$ cat src/rtl/axi_outstanding_regulator_if.sv
// Address-channel handshakes and B/R completion monitors seen by the outstanding regulator.
interface axi_outstanding_regulator_if;
  logic       s_awvalid;
  logic       s_awready;
  logic [7:0] s_awlen;
  logic       m_awvalid;
  logic       m_awready;
  logic       s_arvalid;
  logic       s_arready;
  logic [7:0] s_arlen;
  logic       m_arvalid;
  logic       m_arready;
  logic       bvalid;
  logic       bready;
  logic       rvalid;
  logic       rready;
  logic       rlast;

  modport slave (
    input  s_awvalid, s_awlen, m_awready,
    input  s_arvalid, s_arlen, m_arready,
    input  bvalid, bready, rvalid, rready, rlast,
    output s_awready, m_awvalid, s_arready, m_arvalid
  );

  modport master (
    output s_awvalid, s_awlen, m_awready,
    output s_arvalid, s_arlen, m_arready,
    output bvalid, bready, rvalid, rready, rlast,
    input  s_awready, m_awvalid, s_arready, m_arvalid
  );
endinterface

$ cat src/rtl/axi_outstanding_regulator.sv
// Per-master AXI guard: caps outstanding AW/AR bursts and beats admitted per window.
// Optional stall statistics counter is built when AXI_REG_STATS_EN is defined.
module axi_outstanding_regulator #(
  parameter int MAX_WR_OUT  = 16,
  parameter int MAX_RD_OUT  = 16,
  parameter int WINDOW      = 1024,
  parameter int BEAT_BUDGET = 512
) (
  input  logic                        clk_100MHz,
  input  logic                        reset_rtl_0,
  input  logic                        cfg_enable,
  axi_outstanding_regulator_if.slave  bus,
  output logic                        throttle_active,
  output logic                        err_underflow,
  output logic [31:0]                 stall_cycles
);
  localparam int WIN_W = $clog2(WINDOW);

  typedef enum logic [1:0] {
    ST_BYPASS    = 2'd0,
    ST_OPEN      = 2'd1,
    ST_THROTTLED = 2'd2
  } state_t;

  state_t             state_r, state_next_s;
  logic [7:0]         wr_cnt_r, rd_cnt_r, wr_cnt_next_s, rd_cnt_next_s;
  logic [WIN_W-1:0]   win_cnt_r;
  logic [15:0]        beats_left_r, beats_left_next_s;
  logic [16:0]        beats_base_s;
  logic [9:0]         charge_s;
  logic               throttle_r, err_r;
  logic               aw_allow_s, ar_allow_s, wrap_s;
  logic               aw_hs_s, ar_hs_s, b_hs_s, rl_hs_s;

  // Counter saturates at both ends; simultaneous inc/dec cancel out.
  function automatic logic [7:0] cnt_update(input logic [7:0] cnt, input logic inc, input logic dec);
    logic [7:0] res;
    res = cnt;
    if (inc && !dec) begin
      res = (cnt == 8'hFF) ? cnt : cnt + 8'd1;
    end else if (dec && !inc) begin
      res = (cnt == 8'd0) ? cnt : cnt - 8'd1;
    end else begin
      res = cnt;
    end
    return res;
  endfunction

  assign aw_allow_s = (state_r != ST_THROTTLED) && ((state_r == ST_BYPASS) || (wr_cnt_r < 8'(MAX_WR_OUT)));
  assign ar_allow_s = (state_r != ST_THROTTLED) && ((state_r == ST_BYPASS) || (rd_cnt_r < 8'(MAX_RD_OUT)));

  assign bus.m_awvalid = bus.s_awvalid & aw_allow_s;
  assign bus.s_awready = bus.m_awready & aw_allow_s;
  assign bus.m_arvalid = bus.s_arvalid & ar_allow_s;
  assign bus.s_arready = bus.m_arready & ar_allow_s;

  assign aw_hs_s = bus.m_awvalid & bus.m_awready;
  assign ar_hs_s = bus.m_arvalid & bus.m_arready;
  assign b_hs_s  = bus.bvalid & bus.bready;
  assign rl_hs_s = bus.rvalid & bus.rready & bus.rlast;

  assign wrap_s        = (win_cnt_r == WIN_W'(WINDOW - 1));
  assign wr_cnt_next_s = cnt_update(wr_cnt_r, aw_hs_s, b_hs_s);
  assign rd_cnt_next_s = cnt_update(rd_cnt_r, ar_hs_s, rl_hs_s);

  // Beat charge for this cycle and the budget remaining after it (refill on wrap).
  always_comb begin
    charge_s = (aw_hs_s ? ({2'b00, bus.s_awlen} + 10'd1) : 10'd0)
             + (ar_hs_s ? ({2'b00, bus.s_arlen} + 10'd1) : 10'd0);
    beats_base_s = wrap_s ? 17'(BEAT_BUDGET) : {1'b0, beats_left_r};
    if (beats_base_s > {7'd0, charge_s}) begin
      beats_left_next_s = 16'(beats_base_s - {7'd0, charge_s});
    end else begin
      beats_left_next_s = 16'd0;
    end
  end

  // Regulation state transitions; disabling always wins.
  always_comb begin
    state_next_s = state_r;
    case (state_r)
      ST_BYPASS: begin
        if (cfg_enable) state_next_s = ST_OPEN;
        else            state_next_s = ST_BYPASS;
      end
      ST_OPEN: begin
        if (!cfg_enable)                      state_next_s = ST_BYPASS;
        else if (beats_left_next_s == 16'd0)  state_next_s = ST_THROTTLED;
        else                                  state_next_s = ST_OPEN;
      end
      ST_THROTTLED: begin
        if (!cfg_enable) state_next_s = ST_BYPASS;
        else if (wrap_s) state_next_s = ST_OPEN;
        else             state_next_s = ST_THROTTLED;
      end
      default: state_next_s = ST_BYPASS;
    endcase
  end

  // State, counters, budget and sticky status registers.
  always_ff @(posedge clk_100MHz or negedge reset_rtl_0) begin
    if (!reset_rtl_0) begin
      state_r      <= ST_BYPASS;
      wr_cnt_r     <= 8'd0;
      rd_cnt_r     <= 8'd0;
      win_cnt_r    <= '0;
      beats_left_r <= 16'(BEAT_BUDGET);
      throttle_r   <= 1'b0;
      err_r        <= 1'b0;
    end else begin
      state_r      <= state_next_s;
      wr_cnt_r     <= wr_cnt_next_s;
      rd_cnt_r     <= rd_cnt_next_s;
      win_cnt_r    <= wrap_s ? '0 : win_cnt_r + WIN_W'(1);
      beats_left_r <= beats_left_next_s;
      throttle_r   <= (state_next_s == ST_THROTTLED);
      err_r        <= err_r | (b_hs_s && (wr_cnt_r == 8'd0)) | (rl_hs_s && (rd_cnt_r == 8'd0));
    end
  end

  assign throttle_active = throttle_r;
  assign err_underflow   = err_r;

`ifdef AXI_REG_STATS_EN
  logic        stall_s;
  logic [31:0] stall_r;

  assign stall_s = (bus.s_awvalid & ~aw_allow_s) | (bus.s_arvalid & ~ar_allow_s);

  // Saturating count of cycles where a request is held off.
  always_ff @(posedge clk_100MHz or negedge reset_rtl_0) begin
    if (!reset_rtl_0) begin
      stall_r <= 32'd0;
    end else if (stall_s && (stall_r != 32'hFFFF_FFFF)) begin
      stall_r <= stall_r + 32'd1;
    end else begin
      stall_r <= stall_r;
    end
  end

  assign stall_cycles = stall_r;
`else
  assign stall_cycles = 32'h0;
`endif
endmodule

$ cat src/flat_wrapper.sv
// flat-port wrapper written by rule: the top's interface ports become plain ports
module axi_outstanding_regulator_flat 
#(
  parameter int MAX_WR_OUT  = 16,
  parameter int MAX_RD_OUT  = 16,
  parameter int WINDOW      = 1024,
  parameter int BEAT_BUDGET = 512
)
  (clk_100MHz, reset_rtl_0, cfg_enable, throttle_active, err_underflow, stall_cycles, bus_s_awvalid, bus_s_awlen, bus_m_awready, bus_s_arvalid, bus_s_arlen, bus_m_arready, bus_bvalid, bus_bready, bus_rvalid, bus_rready, bus_rlast, bus_s_awready, bus_m_awvalid, bus_s_arready, bus_m_arvalid);
  axi_outstanding_regulator_if bus_i ();
  input  logic clk_100MHz;
  input  logic reset_rtl_0;
  input  logic cfg_enable;
  output logic throttle_active;
  output logic err_underflow;
  output logic [31:0] stall_cycles;
  input wire logic [$bits(bus_i.s_awvalid)-1:0] bus_s_awvalid;
  input wire logic [$bits(bus_i.s_awlen)-1:0] bus_s_awlen;
  input wire logic [$bits(bus_i.m_awready)-1:0] bus_m_awready;
  input wire logic [$bits(bus_i.s_arvalid)-1:0] bus_s_arvalid;
  input wire logic [$bits(bus_i.s_arlen)-1:0] bus_s_arlen;
  input wire logic [$bits(bus_i.m_arready)-1:0] bus_m_arready;
  input wire logic [$bits(bus_i.bvalid)-1:0] bus_bvalid;
  input wire logic [$bits(bus_i.bready)-1:0] bus_bready;
  input wire logic [$bits(bus_i.rvalid)-1:0] bus_rvalid;
  input wire logic [$bits(bus_i.rready)-1:0] bus_rready;
  input wire logic [$bits(bus_i.rlast)-1:0] bus_rlast;
  output wire logic [$bits(bus_i.s_awready)-1:0] bus_s_awready;
  output wire logic [$bits(bus_i.m_awvalid)-1:0] bus_m_awvalid;
  output wire logic [$bits(bus_i.s_arready)-1:0] bus_s_arready;
  output wire logic [$bits(bus_i.m_arvalid)-1:0] bus_m_arvalid;
  assign bus_i.s_awvalid = bus_s_awvalid;
  assign bus_i.s_awlen = bus_s_awlen;
  assign bus_i.m_awready = bus_m_awready;
  assign bus_i.s_arvalid = bus_s_arvalid;
  assign bus_i.s_arlen = bus_s_arlen;
  assign bus_i.m_arready = bus_m_arready;
  assign bus_i.bvalid = bus_bvalid;
  assign bus_i.bready = bus_bready;
  assign bus_i.rvalid = bus_rvalid;
  assign bus_i.rready = bus_rready;
  assign bus_i.rlast = bus_rlast;
  assign bus_s_awready = bus_i.s_awready;
  assign bus_m_awvalid = bus_i.m_awvalid;
  assign bus_s_arready = bus_i.s_arready;
  assign bus_m_arvalid = bus_i.m_arvalid;
  axi_outstanding_regulator #(.MAX_WR_OUT(MAX_WR_OUT), .MAX_RD_OUT(MAX_RD_OUT), .WINDOW(WINDOW), .BEAT_BUDGET(BEAT_BUDGET)) u_core (.clk_100MHz(clk_100MHz), .reset_rtl_0(reset_rtl_0), .cfg_enable(cfg_enable), .bus(bus_i), .throttle_active(throttle_active), .err_underflow(err_underflow), .stall_cycles(stall_cycles));
endmodule
$ cat config.mk
export PLATFORM = sky130hd
export DESIGN_NAME = axi_outstanding_regulator_flat
export DESIGN_NICKNAME = d
export VERILOG_FILES = /design/src/rtl/axi_outstanding_regulator_if.sv /design/src/rtl/axi_outstanding_regulator.sv /design/src/flat_wrapper.sv
export SDC_FILE = /design/constraint.sdc
export NUM_CORES = 1
export LEC_CHECK = 0
export ABC_AREA = 0
export ABC_CLOCK_PERIOD_IN_PS = 4300
export BUFFER_PORTS_ARGS = -buffer_cell sky130_fd_sc_hd__buf_2
export CORE_ASPECT_RATIO = 1.2
export CORE_MARGIN = 5
export CORE_UTILIZATION = 52
export DETAILED_ROUTE_END_ITERATION = 8
export PLACE_DENSITY = 0.77
export SETUP_SLACK_MARGIN = 0.1
export SKIP_CTS_REPAIR_TIMING = 1
export SLEW_MARGIN = 20
export SYNTH_ARGS = -nofsm -noshare
export SYNTH_HDL_FRONTEND = slang
export SYNTH_SLANG_ARGS = --single-unit
$ cat constraint.sdc
create_clock -name clk_100MHz -period 4.3 [get_ports clk_100MHz]
set_clock_uncertainty 0.05 [all_clocks]
set_input_delay 0.645 -clock clk_100MHz [delete_from_list [all_inputs] [get_ports clk_100MHz]]
set_output_delay 0.645 -clock clk_100MHz [all_outputs]
set_load 0.1 [all_outputs]
### After elaboration in Yosys (flattened, before gate mapping)

Index checks and enable logic that the tools add are counted.

| storage, ports and cells | value |
|---|---|
| register bits after elaboration | 46 |
| input bits | 28 |
| output and inout bits | 38 |

| cells by class | value |
|---|---|
| bitwise operators | 11 |
| reduce and logical (&&, ||, !) cells | 22 |
| multiplexer cells | 19 |
| order comparisons | 3 |
| add/subtract/negate cells | 9 |
| equal/unequal tests | 11 |

Operators with widths:

| operator | count |
|---|---|
| 8-bit two-way mux | 8 |
| 16-bit two-way mux | 2 |
| 10-bit two-way mux | 3 |
| 8-bit by 1-bit adder with 9-bit output (second input constant) | 2 |
| 17-bit by 10-bit > comparator with 1-bit output | 1 |
| 8-bit by 1-bit adder with 8-bit output (second input constant) | 2 |
| 8-bit equality test (second input constant) | 2 |
| 16-bit logical NOT | 1 |
| 8-bit logical NOT | 2 |
| 8-bit by 5-bit less-than comparator with 1-bit output (second input constant) | 2 |
| 16-bit by 10-bit subtractor with 16-bit output | 1 |
| 8-bit by 1-bit subtractor with 8-bit output (second input constant) | 2 |
| 10-bit by 1-bit adder with 10-bit output (second input constant) | 1 |
| 10-bit adder | 1 |
| 10-bit equality test (second input constant) | 1 |
| 1-bit AND | 9 |
| 1-bit logical AND | 8 |
| 2-bit two-way mux | 4 |
| 2-bit != test (second input constant) | 3 |
| 2-bit one-hot mux with 3 select lines | 1 |
| 3-bit AND reduction | 2 |
| 2-bit equality test (second input constant) | 2 |
| 1-bit logical NOT | 4 |
| 2-bit by 1-bit != test with 1-bit output (second input constant) | 2 |
| other kinds (6) | 9 |

### Longest topological paths before layout

Gate-level depths: netlist of the first run.

| logic depth | value |
|---|---|
| depth in word-level cells | 14 |
| mapped depth | 25 |
| depth with buffers taken out | 24 |

### Worst setup path after synthesis of the first run

Ideal clock, no wire load.

| timing path | value |
|---|---|
| kind | flip-flop to flip-flop |
| from | register u_core.rd_cnt_r[6] |
| to | register u_core.state_r[1] |
| path slack | -1.650 ns |
| buffers on the path | 0 |
| data required time | 4.181 ns |
| library setup time | 0.069 ns |
| cell stages (with the launch flop) | 22 |
| arrival time | 5.831 ns |
| path through | dfrtp_1 -> nor4_1 -> a21o_1 -> and2_0 -> nand2_1 -> nor2_1 -> ha_1 -> a21oi_1 -> o21bai_1 -> a21oi_1 -> o21bai_1 -> a21oi_1 -> xor2_1 -> ha_1 -> inv_1 -> o21ba_2 -> o31a_1 -> a32oi_1 -> or3b_1 -> nor4b_2 -> nand4b_1 -> nand3_1 |

| between the ends | value |
|---|---|
| longest elaborated chain between the ends | 13 |

RTL lines:

| what | RTL line | source |
|---|---|---|
| from (decl) | axi_outstanding_regulator.sv:26 | `logic [7:0] wr_cnt_r, rd_cnt_r, wr_cnt_next_s, rd_cnt_next_s;` |
| from (signal assigned) | axi_outstanding_regulator.sv:113 | `rd_cnt_r <= rd_cnt_next_s;` |
| 8-bit by 5-bit less-than comparator with 1-bit output * | axi_outstanding_regulator.sv:50 | `assign ar_allow_s = (state_r != ST_THROTTLED) && ((state_r == ST_BYPASS) \|\| (rd_cnt_r < 8'(MAX_RD_OUT)));` |
| 1-bit logical OR * | axi_outstanding_regulator.sv:50 |  |
| 1-bit logical AND * | axi_outstanding_regulator.sv:50 |  |
| 1-bit AND * | axi_outstanding_regulator.sv:54 | `assign bus.m_arvalid = bus.s_arvalid & ar_allow_s;` |
| 1-bit AND * | axi_outstanding_regulator.sv:58 | `assign ar_hs_s = bus.m_arvalid & bus.m_arready;` |
| 10-bit two-way mux * | axi_outstanding_regulator.sv:69 | `+ (ar_hs_s ? ({2'b00, bus.s_arlen} + 10'd1) : 10'd0);` |
| 10-bit adder * | axi_outstanding_regulator.sv:69 |  |
| 16-bit by 10-bit subtractor with 16-bit output / 17-bit by 10-bit > comparator with 1-bit output (equally long branches) | axi_outstanding_regulator.sv:72, axi_outstanding_regulator.sv:71 |  |
| 16-bit two-way mux * | axi_outstanding_regulator.sv:71 | `if (beats_base_s > {7'd0, charge_s}) begin` |
| 16-bit logical NOT * | axi_outstanding_regulator.sv:88 | `else if (beats_left_next_s == 16'd0) state_next_s = ST_THROTTLED;` |
| 2-bit two-way mux * | axi_outstanding_regulator.sv:88 |  |
| 2-bit two-way mux * | axi_outstanding_regulator.sv:87 | `if (!cfg_enable) state_next_s = ST_BYPASS;` |
| 2-bit one-hot mux with 3 select lines * | axi_outstanding_regulator.sv:81 | `case (state_r)` |
| net u_core.state_next_s[1] | axi_outstanding_regulator.sv:25 | `state_t state_r, state_next_s;` |
| to (signal assigned) | axi_outstanding_regulator.sv:111 | `state_r <= state_next_s;` |
| to (decl) | axi_outstanding_regulator.sv:25 |  |

Mark *: on every way through the listed nets, which the timed path passes. The rest lies on a longest branch.
A chain may end at the register's enable or synchronous reset.

### Worst setup path in the final report of the first run

| timing path | value |
|---|---|
| from | register u_core.wr_cnt_r[6] |
| to | register u_core.state_r[1] |

| between the ends | value |
|---|---|
| longest elaborated chain between the ends | 13 |

RTL lines:

| what | RTL line | source |
|---|---|---|
| from (decl) | axi_outstanding_regulator.sv:26 |  |
| from (signal assigned) | axi_outstanding_regulator.sv:112 | `wr_cnt_r <= wr_cnt_next_s;` |
| 8-bit by 5-bit less-than comparator with 1-bit output * | axi_outstanding_regulator.sv:49 | `assign aw_allow_s = (state_r != ST_THROTTLED) && ((state_r == ST_BYPASS) \|\| (wr_cnt_r < 8'(MAX_WR_OUT)));` |
| 1-bit logical OR * | axi_outstanding_regulator.sv:49 |  |
| 1-bit logical AND * | axi_outstanding_regulator.sv:49 |  |
| 1-bit AND * | axi_outstanding_regulator.sv:52 | `assign bus.m_awvalid = bus.s_awvalid & aw_allow_s;` |
| 1-bit AND * | axi_outstanding_regulator.sv:57 | `assign aw_hs_s = bus.m_awvalid & bus.m_awready;` |
| 10-bit two-way mux * | axi_outstanding_regulator.sv:68 | `charge_s = (aw_hs_s ? ({2'b00, bus.s_awlen} + 10'd1) : 10'd0)` |
| 10-bit adder * | axi_outstanding_regulator.sv:69 |  |
| 16-bit by 10-bit subtractor with 16-bit output / 17-bit by 10-bit > comparator with 1-bit output (equally long branches) | axi_outstanding_regulator.sv:72, axi_outstanding_regulator.sv:71 |  |
| 16-bit two-way mux * | axi_outstanding_regulator.sv:71 |  |
| 16-bit logical NOT * | axi_outstanding_regulator.sv:88 |  |
| 2-bit two-way mux * | axi_outstanding_regulator.sv:88 |  |
| 2-bit two-way mux * | axi_outstanding_regulator.sv:87 |  |
| 2-bit one-hot mux with 3 select lines * | axi_outstanding_regulator.sv:81 |  |
| net u_core.state_next_s[1] | axi_outstanding_regulator.sv:25 |  |

Marked as above.

==> results of run 1 <==
-- state kept, by name, indices dropped and copies added (netlist names) --
signal	count
u_core.beats_left_r	16
u_core.err_underflow	1
u_core.rd_cnt_r	8
u_core.state_r	2
u_core.throttle_active	1
u_core.win_cnt_r	10
u_core.wr_cnt_r	8
-- final timing paths --
kind / endpoint / start / cells past startpoint
max: u_core.state_r[1]$_DFF_PN0_ / u_core.wr_cnt_r[6]$_DFFE_PN0P_ / 23
min in group clk_100MHz: u_core.win_cnt_r[8]$_DFF_PN0_ / u_core.win_cnt_r[8]$_DFF_PN0_ / 1
min reg2reg: u_core.win_cnt_r[8]$_DFF_PN0_ / u_core.win_cnt_r[8]$_DFF_PN0_ / 1
min: u_core.win_cnt_r[9]$_DFF_PN0_ / reset_rtl_0 / 1
max reg2reg: u_core.state_r[1]$_DFF_PN0_ / u_core.wr_cnt_r[6]$_DFFE_PN0P_ / 23
max in group asynchronous: u_core.beats_left_r[11]$_DFF_PN0_ / reset_rtl_0 / 1
-- worst max-delay path, cell delays in order (launching register included) --
cell and delay (ps):
dfrtp_1 440, nor4_4 340, a21o_1 200, and2_4 180, nand2_4 70, nor2_1 150
ha_1 290, a21oi_1 170, nor2_1 80, nor2_1 140, o21bai_1 100, a21oi_2 140
o21bai_1 90, a21oi_1 150, xor2_1 190, ha_2 350, nand3_4 120, nor2_1 60
a21boi_4 140, or4_4 480, a32oi_1 310, nor4b_4 290, nand4b_1 180, nand3_1 120
-- per-layer routing --
metal  global-route usage (%)  up-vias
met4                     6.81        0
met5                        0        -
li1                         -     1797
met3                     2.48       14
met2                     36.1       55
met1                     21.2     1766
-- through the flow --
stage | hold slack (ps) | utilization (%) | total power [mW]
after floorplan | 299 | - | 2.28
after global placement | 415 | 62.6 | 2.82
after detailed placement | 424 | 62.6 | 2.91
after CTS | 438 | 64.1 | 3.26
after global routing | 331 | 67.7 | 3.77
final | 287 | 67.7 | 3.49
-- synthesized netlist by cell type, types with 3 or more instances --
library cell,n,area share [%]
nor2_1,56,5.2
ha_1,34,11
a211oi_1,5,0.94
fa_1,4,2.0
buf_6,3,0.84
or3_1,3,0.47
nand4b_1,3,0.66
and2_1,13,2.0
inv_1,15,1.4
nor3_1,4,0.50
clkbuf_1,3,0.28
xor2_1,26,5.7
xnor2_1,22,4.8
nor2b_1,6,0.94
o21a_1,4,0.75
a21oi_1,26,3.2
o211ai_1,4,0.75
nor4_1,4,0.62
a21o_1,9,1.7
dfrtp_1,45,28
nand2_1,31,2.9
nand3_1,18,2.2
nand4_1,6,0.94
o21bai_1,8,1.5
o21ai_0,20,2.5
buf_4,34,6.4
and3_1,9,1.4
o2111ai_1,3,0.66
and4_1,3,0.66
-- final cells by class --
cell class,count,share of cell area (%)
Timing Repair Buffer,120,15.9
Sequential cell,46,22.3
Clock buffer,6,1.60
Tap cell,92,2.23
Inverter,15,1.09
Multi-Input combinational cell,391,56.2
Clock inverter,1,0.582
-- power groups by stage --
stage                     Sequential [mW]  Clock [mW]  Combinational [mW]
after floorplan                     0.743           0                1.53
after CTS                           0.714       0.340                2.21
after global placement              0.712           0                2.11
final                               0.732       0.334                2.43
after detailed placement            0.720           0                2.19
after global routing                0.754       0.362                2.65
-- cells in the final DEF, fill, tap and decap left out, drive strengths merged, types with 3 or more instances in the layout --
master   instances
fa               4
nor3             4
or3              6
inv             15
and3            11
a21oi           26
a21o             9
ha              34
and4             3
buf            120
o21bai           8
a21boi           3
xor2            26
nor2            56
nor4             4
o211ai           4
conb            32
o2111ai          3
nand2           31
nand3           18
o21ai           20
nand4            6
a211oi           5
dfrtp           45
nor2b            6
o21a             4
xnor2           22
clkbuf           6
nand4b           3
and2            16
-- logic make-up (layout without fill, tap and decap cells) --
group / count (synthesis) / after routing / synth area share, %
other: 1 / 32 / 0.0935
AOI/OAI and AO/OA: 97 / 97 / 16.1
and+or+nand+nor: 174 / 174 / 22.3
DFF: 46 / 46 / 28.7
buffers and inverters: 57 / 142 / 9.14
xor gates and xnor gates: 48 / 48 / 10.5
adders and majority gates: 38 / 38 / 12.6
muxes: 2 / 2 / 0.562
==> qor.txt, run 1 <==
Status -> finished with violations
Violated checks -> negative setup slack
Max Clk Rate -> 203 MHz
Design Area, Final -> 0.00516 mm^2
Initial Util -> 52.6%
Post-DRT Antenna Nets -> 0
GPL Wtd Cong -> 0.915
Setup TNS -> -8310 ps
Share of cells above drive strength 1 -> 31.6%
Die ar. -> 0.00958 mm^2
Clock slew at reported path FFs -> 90 ps
Worst path required time -> 4480 ps
Layout Nets -> 645
Placed Cells -> 651
HP Class -> primary input to asynchronous set/reset pin
Met2 WL -> 5590 um
EDFF count, synth -> 0
Routed len/inst -> 14.8 um
Vias per inst -> 5.41
RSZ-0062 raised after global routing -> true
Logic pwr share -> 69.5%
Clock sink total -> 46
Post-synth cell types -> 58
Crit share post-route -> 114%
Max_cap viols -> 0
First-pass GRT wire length -> 15,400 um
Initial DRC count -> 175
Vias in the first global route -> 3,665
Vias -> 3,632
# diodes -> 0
DP HPWL -> 7410 um
Pre-CTS WS -> -625 ps
Area delta synth->final -> 28.6%
Sw Share -> 45.6%
Initial antenna violation count -> 0
Port bufs -> 33
Met3 WL -> 250 um
Non-Filler Instances -> 671
Final min period -> 4920 ps
Syn Inst Count -> 463
Die width -> 90.2 um
CP arrival -> 5100 ps
CP Launch Type -> flip-flop
Clock tree buffer depth -> 2
Num CTS Buffers -> 5
Footprint of the multi-input gates -> 0.00290 mm^2
Part of the power in the clock network -> 9.5%
Synth Register Bits -> 46
Final setup fails -> 19
GRT Total Usage -> 18.9%
Sequential fraction of the synthesis area -> 28.7%
Sw Pwr -> 1.59 mW
Leakage -> 2.41 nW
Top layer in use -> met4
Main synth FF type -> dfrtp_1
Wirelength, routed -> 9950 um
Crit. End Element -> flip-flop
Register Area -> 0.00115 mm^2
Largest net degree at the start of global routing -> 47
Fillers -> 590
PnR worst setup slack -> -619 ps
Die H -> 106 um
Cell row count -> 35
Final hold viol count -> 0
Clk root buf -> clkbuf_8
Post-Syn Area per Cell -> 8.66 um^2
CTS tree -> yes
H-Tree Depth -> 2
Sequential power share -> 20.9%
Congestion Overflow GR -> 0
DRC -> 0
Ports -> 66
Pwr dens -> 678 mW/mm^2
Core box area -> 0.00762 mm^2
CP Max Fanout -> 6
Slew margin rel. -> 34.0%
Async SR Flop Fraction -> 100%
Post-Syn Area -> 0.00401 mm^2
Int Power -> 1.90 mW
Placed inst area -> 0.00477 mm^2
Router iterations before antenna repair -> 4
Met1 Routed Length -> 3950 um
Clock latency on the worst-skew pair -> 300 ps
R2R setup slack -> -620 ps
Max Slew Vio Count -> 0
Peak supply drop -> 0.481 mV
Measured slew at the worst slew-check pin -> 977 ps
Critical path class -> flip-flop to flip-flop
Synth warn -> 0
No activity file was read; power rests on OpenSTA's default activity.
==> run 2, diff against run 1 <==
- CORE_UTILIZATION: 52 -> 53
- CTS_BUF_LIST: unset -> sky130_fd_sc_hd__clkbuf_4 sky130_fd_sc_hd__clkbuf_8
- PLACE_DENSITY: 0.77 -> 0.79
==> run 2 against run 1 <==
Effect of this change:
- the run still ends with negative setup slack left
- total power increased by 0.46%
- register-to-register slack improved by 70 ps
- sequential share of layout area barely moved
- sequential power hardly changed
- combinational power about the same
- global-route usage is 2.2 points higher
- fmax increased by 1.5%
- hold slack worse by 8.2 ps
- critical path type unchanged
- clock power barely moved
- first-iteration DRC count decreased by 5.7%
- count of clock-buffer cells in the layout unchanged
- largest power group unchanged
==> qor.txt, run 2 (same netlist as run 1, synthesis figures left out) <==
Most common cell after layout, fill and taps aside -> buf_4
Most used cell, CP -> a21oi_2
Vias -> 3,743
Measured slew at the worst slew-check pin -> 1010 ps
Vias in the first global route -> 3,692
Critical path class -> flip-flop to flip-flop
Largest net degree at the start of global routing -> 47
Crit path launch -> u_core.wr_cnt_r[4]$_DFFE_PN0P_
CP Launch Type -> flip-flop
Final setup fails -> 18
Ports -> 66
Peak supply drop -> 0.497 mV
Worst setup path endpoint -> u_core.state_r[0]$_DFF_PN0_
Crit path buf inv count -> 2
Die H -> 105 um
Violated checks -> negative setup slack
First-pass GRT wire length -> 16,300 um
Clock tree buffer depth -> 2
Max Slew Vio Count -> 0
CP arrival -> 4980 ps
Area delta synth->final -> 28.5%
DP HPWL -> 7520 um
Layout Nets -> 639
CP peak stage delay -> 420 ps
Placed Cells -> 646
Initial Util -> 54.8%
Crit share post-route -> 113%
Most frequent cells in the layout -> buf_4 (78), nor2_1 (55), dfrtp_1 (44), conb_1 (32), buf_2 (32)
Core Util, Final -> 70.4%
Met3 Usage GRT -> 2.34%
Final hold viol count -> 0
GRT Total Usage -> 21.1%
Clk root buf -> clkbuf_8
RSZ-0062 raised after global routing -> true
Num CTS Buffers -> 5
Cell row count -> 34
FF-to-FF Start -> u_core.wr_cnt_r[4]$_DFFE_PN0P_
Post-DRT Antenna Nets -> 0
CTS tree -> yes
Status -> finished with violations
HP Class -> primary input to asynchronous set/reset pin
GPL Wtd Cong -> 0.899
Router iterations before antenna repair -> 5
Die width -> 89.4 um
Largest register FFs -> 16
Max_cap viols -> 0
# diodes -> 0
CP delay by family, top -> compound AO/OA/AOI/OAI gates
Core box area -> 0.00732 mm^2
Vias per inst -> 5.64
Worst path required time -> 4440 ps
CP Max Fanout -> 4
Share of cells above drive strength 1 -> 31.5%
PnR worst setup slack -> -545 ps
R2R setup slack -> -550 ps
R2R depth -> 21
Critical path's slowest cell -> dfrtp_1
Non-Filler Instances -> 664
Slew margin rel. -> 31.9%
Crit. End Element -> flip-flop
Initial DRC count -> 165
Top Registers -> u_core.beats_left_r x16, u_core.win_cnt_r x10
Congestion Overflow GR -> 0
Port bufs -> 33
Leakage -> 2.40 nW
Clock sink total -> 46
Final min period -> 4850 ps
Max Clk Rate -> 206 MHz
Clock slew at reported path FFs -> 90 ps
Die ar. -> 0.00941 mm^2
Met2 usage -> 39.2%
Pre-CTS WS -> -588 ps
Routed len/inst -> 15.5 um
Sequence of cells on the critical path -> nor4_4, a21o_1, and2_4, and3_4, ha_4, a21o_1, a21oi_2, o21bai_1, a21oi_2, o21bai_1, a21oi_2, xor2_1, ha_2, inv_2, o21ba_4, o31a_1, a32oi_2, or3b_4, nor4b_4, buf_4, o41ai_2
Grt peak-use layer -> met2
Wirelength, routed -> 10,300 um
Pwr dens -> 681 mW/mm^2
End of the worst register-to-register path -> u_core.state_r[0]$_DFF_PN0_
Met1 usage -> 25.5%
Clock latency on the worst-skew pair -> 310 ps
Reg with most FFs -> u_core.beats_left_r
H-Tree Depth -> 2
DRC -> 0
WP depth -> 21
Initial antenna violation count -> 0
[run 2: cell types whose count changed in the layout (fill, tap and decap cells not counted), sizes merged]
cell | before | now
clkinvlp | 0 | 1
buf | 120 | 114
[run 2: cell type report]
cell class	instances	area (um^2)
clock buffer	6	76.3
clock inverter	2	37.5
fill	545	2160
inverter	15	56.3
multi-input combinational	391	2930
sequential	46	1150
tap	90	113
timing repair buffer	114	791
[run 2: report_power, final]
| part | internal (mW) | switching [mW] |
|---|---|---|
| combinational | 1.12 | 1.33 |
| sequential | 0.598 | 0.131 |
| clock | 0.180 | 0.155 |
| total | 1.90 | 1.61 |
[run 2: routing by layer]
| metal | share of wire (%) | vias to the layer above |
|---|---|---|
| met4 | 2.1 | 0 |
| met3 | 3.0 | 23 |
| met2 | 57 | 90 |
| met1 | 38 | 1834 |
| met5 | 0 | - |
| li1 | - | 1796 |
[run 2: how the worst min path moves through the flow]
stage	startpoint	slack (ps)	end
floorplan	reset_rtl_0	300	u_core.beats_left_r[0]$_DFF_PN0_
global placement	u_core.win_cnt_r[8]$_DFF_PN0_	410	u_core.win_cnt_r[8]$_DFF_PN0_
CTS	u_core.win_cnt_r[8]$_DFF_PN0_	430	u_core.win_cnt_r[8]$_DFF_PN0_
global route	reset_rtl_0	330	u_core.win_cnt_r[9]$_DFF_PN0_
detailed placement	u_core.win_cnt_r[8]$_DFF_PN0_	420	u_core.win_cnt_r[8]$_DFF_PN0_
finish	reset_rtl_0	280	u_core.win_cnt_r[4]$_DFF_PN0_
[run 2: stage by stage]
stage | instance area [um^2] | hold WS, ps | TNS (ps) | total power [mW]
final | 5150 | 279 | -7150 | 3.51
after global routing | 5150 | 331 | -10710 | 3.78
after CTS | 4860 | 434 | -8660 | 3.25
after detailed placement | 4740 | 419 | -7760 | 2.90
after global placement | 4740 | 414 | -5970 | 2.81
after floorplan | 4250 | 299 | -1540 | 2.28
==> run 3, diff against run 2 <==
- RECOVER_POWER: unset -> 25
==> run 3 against run 2 <==
Effect of this change:
- the run ends with max-capacitance violations, max-slew violations, negative setup slack left
- fmax rose by 0.17%
- critical path depth did not move
- combinational power barely moved
- die area did not move
- largest power group unchanged
- routed wire length barely moved
- cell count did not move
- clock power barely moved
- global-route usage did not move
- worst setup slack improved by 8.4 ps
- sequential cell count did not move
- sequential share of layout area barely moved
==> qor.txt, run 3 (same netlist as run 1, synthesis figures left out) <==
Pre-CTS WS -> -588 ps
Total power -> 3.51 mW
Core Util, Final -> 70.4%
Initial DRC count -> 165
Footprint of the multi-input gates -> 0.00293 mm^2
Measured slew at the worst slew-check pin -> 2460 ps
Crit. End Element -> flip-flop
Vias per inst -> 5.62
Initial Util -> 54.8%
CP arrival -> 4970 ps
Initial antenna violation count -> 0
RSZ-0062 raised after global routing -> true
Status -> finished with violations
Worst path required time -> 4440 ps
Sw Share -> 45.9%
Max Slew Vio Count -> 47
Critical path class -> flip-flop to flip-flop
CP Launch Type -> flip-flop
Clock slew at reported path FFs -> 90 ps
Router iterations before antenna repair -> 5
Vias -> 3,732
# diodes -> 0
HP Class -> flip-flop to flip-flop
Fillers -> 547
Layout Nets -> 639
CP Max Fanout -> 4
Max Clk Rate -> 207 MHz
Peak supply drop -> 0.498 mV
Design Area, Final -> 0.00515 mm^2
Clk root buf -> clkbuf_8
Post-DRT Antenna Nets -> 0
Part of the power in the clock network -> 9.5%
Top Registers -> u_core.beats_left_r x16, u_core.win_cnt_r x10
Crit share post-route -> 112%
Violated checks -> max-capacitance violations, max-slew violations, negative setup slack
Congestion Overflow GR -> 0
Final setup fails -> 18
Most common cell after layout, fill and taps aside -> buf_4
CTS tree -> yes
Die ar. -> 0.00941 mm^2
Num CTS Buffers -> 5
Reg with most FFs -> u_core.beats_left_r
Hold_ws -> 431 ps
Most frequent cells in the layout -> buf_4 (77), nor2_1 (55), dfrtp_1 (44), conb_1 (32), buf_2 (32)
Final hold viol count -> 0
Register Area -> 0.00115 mm^2
First-pass GRT wire length -> 16,300 um
Slew margin rel. -> -63.9%
PnR worst setup slack -> -537 ps
H-Tree Depth -> 2
Final min period -> 4840 ps
Routed len/inst -> 15.5 um
Pwr dens -> 681 mW/mm^2
Die width -> 89.4 um
Die H -> 105 um
Leakage -> 2.39 nW
Int Power -> 1.90 mW
Largest net degree at the start of global routing -> 47
Wirelength, routed -> 10,300 um
Clock tree buffer depth -> 2
Placed inst area -> 0.00474 mm^2
Sequential power share -> 20.8%
Sw Pwr -> 1.61 mW
Ports -> 66
Largest register FFs -> 16
GRT Total Usage -> 21.1%
DP HPWL -> 7520 um
Port bufs -> 33
Clock sink total -> 46
Core box area -> 0.00732 mm^2
Cell row count -> 34
Share of cells above drive strength 1 -> 31.4%
GPL Wtd Cong -> 0.899
DRC -> 0
Area delta synth->final -> 28.4%
Vias in the first global route -> 3,692
Logic pwr share -> 69.7%
Max_cap viols -> 1
Clock latency on the worst-skew pair -> 310 ps
==> run 3: cell count changes in the layout (fill, tap and decap cells not counted), sizes merged <==
cell    change
clkbuf      +1
buf         -1
==> run 3: worst paths after layout <==
kind	from	endpoint	slack, ps	cells past startpoint
worst max-delay path	u_core.wr_cnt_r[4]$_DFFE_PN0P_	u_core.state_r[0]$_DFF_PN0_	-540	21
worst min-delay path	u_core.win_cnt_r[8]$_DFF_PN0_	u_core.win_cnt_r[8]$_DFF_PN0_	430	1
worst max register to register	u_core.wr_cnt_r[4]$_DFFE_PN0P_	u_core.state_r[0]$_DFF_PN0_	-540	21
worst min register to register	u_core.win_cnt_r[8]$_DFF_PN0_	u_core.win_cnt_r[8]$_DFF_PN0_	430	1
max in group asynchronous	reset_rtl_0	u_core.state_r[1]$_DFF_PN0_	1590	1
min in group asynchronous	reset_rtl_0	u_core.win_cnt_r[5]$_DFF_PN0_	1030	1
==> run 3: layout make-up <==
type / count / area share, %
Clock buffer: 6 / 1.48
Clock inverter: 2 / 0.729
Inverter: 15 / 1.09
Multi-Input combinational cell: 391 / 56.8
Sequential cell: 46 / 22.4
Tap cell: 90 / 2.19
Timing Repair Buffer: 114 / 15.3
==> run 3: routing by layer <==
layer	vias up	global-route usage, %	wire, um
met4	0	4.36	207
met3	22	2.34	299
met5	-	0	0
met2	81	39.2	5860
li1	1799	-	-
met1	1830	25.5	3930
==> run 3: power groups by stage <==
stage | logic, mW | clock network, mW | registers (mW)
2_1_floorplan | 1.53 | 0 | 0.743
3_3_place_gp | 2.09 | 0 | 0.713
3_5_place_dp | 2.18 | 0 | 0.721
4_1_cts | 2.20 | 0.338 | 0.714
5_1_grt | 2.67 | 0.359 | 0.752
6_report | 2.45 | 0.334 | 0.730
==> run 3: through the flow <==
step | std cells | setup TNS [ps]
after floorplan | 494 | -1540
after global placement | 646 | -5970
after detailed placement | 646 | -7760
after CTS | 654 | -8660
after global routing | 664 | -10710
final | 664 | -6980
==> run 3: worst max-delay path: stages, from the launching register on <==
cell and delay, ps:
dfrtp_1 420, nor4_4 330, a21o_1 200, and2_4 170
and3_4 200, ha_4 200, a21o_1 160, a21oi_2 180
o21bai_1 110, a21oi_2 170, o21bai_1 110, a21oi_2 190
xor2_1 100, ha_2 330, inv_2 40, o21ba_4 220
o31a_1 360, a32oi_2 220, or3b_4 410, nor4b_4 310
buf_4 170, o41ai_2 60
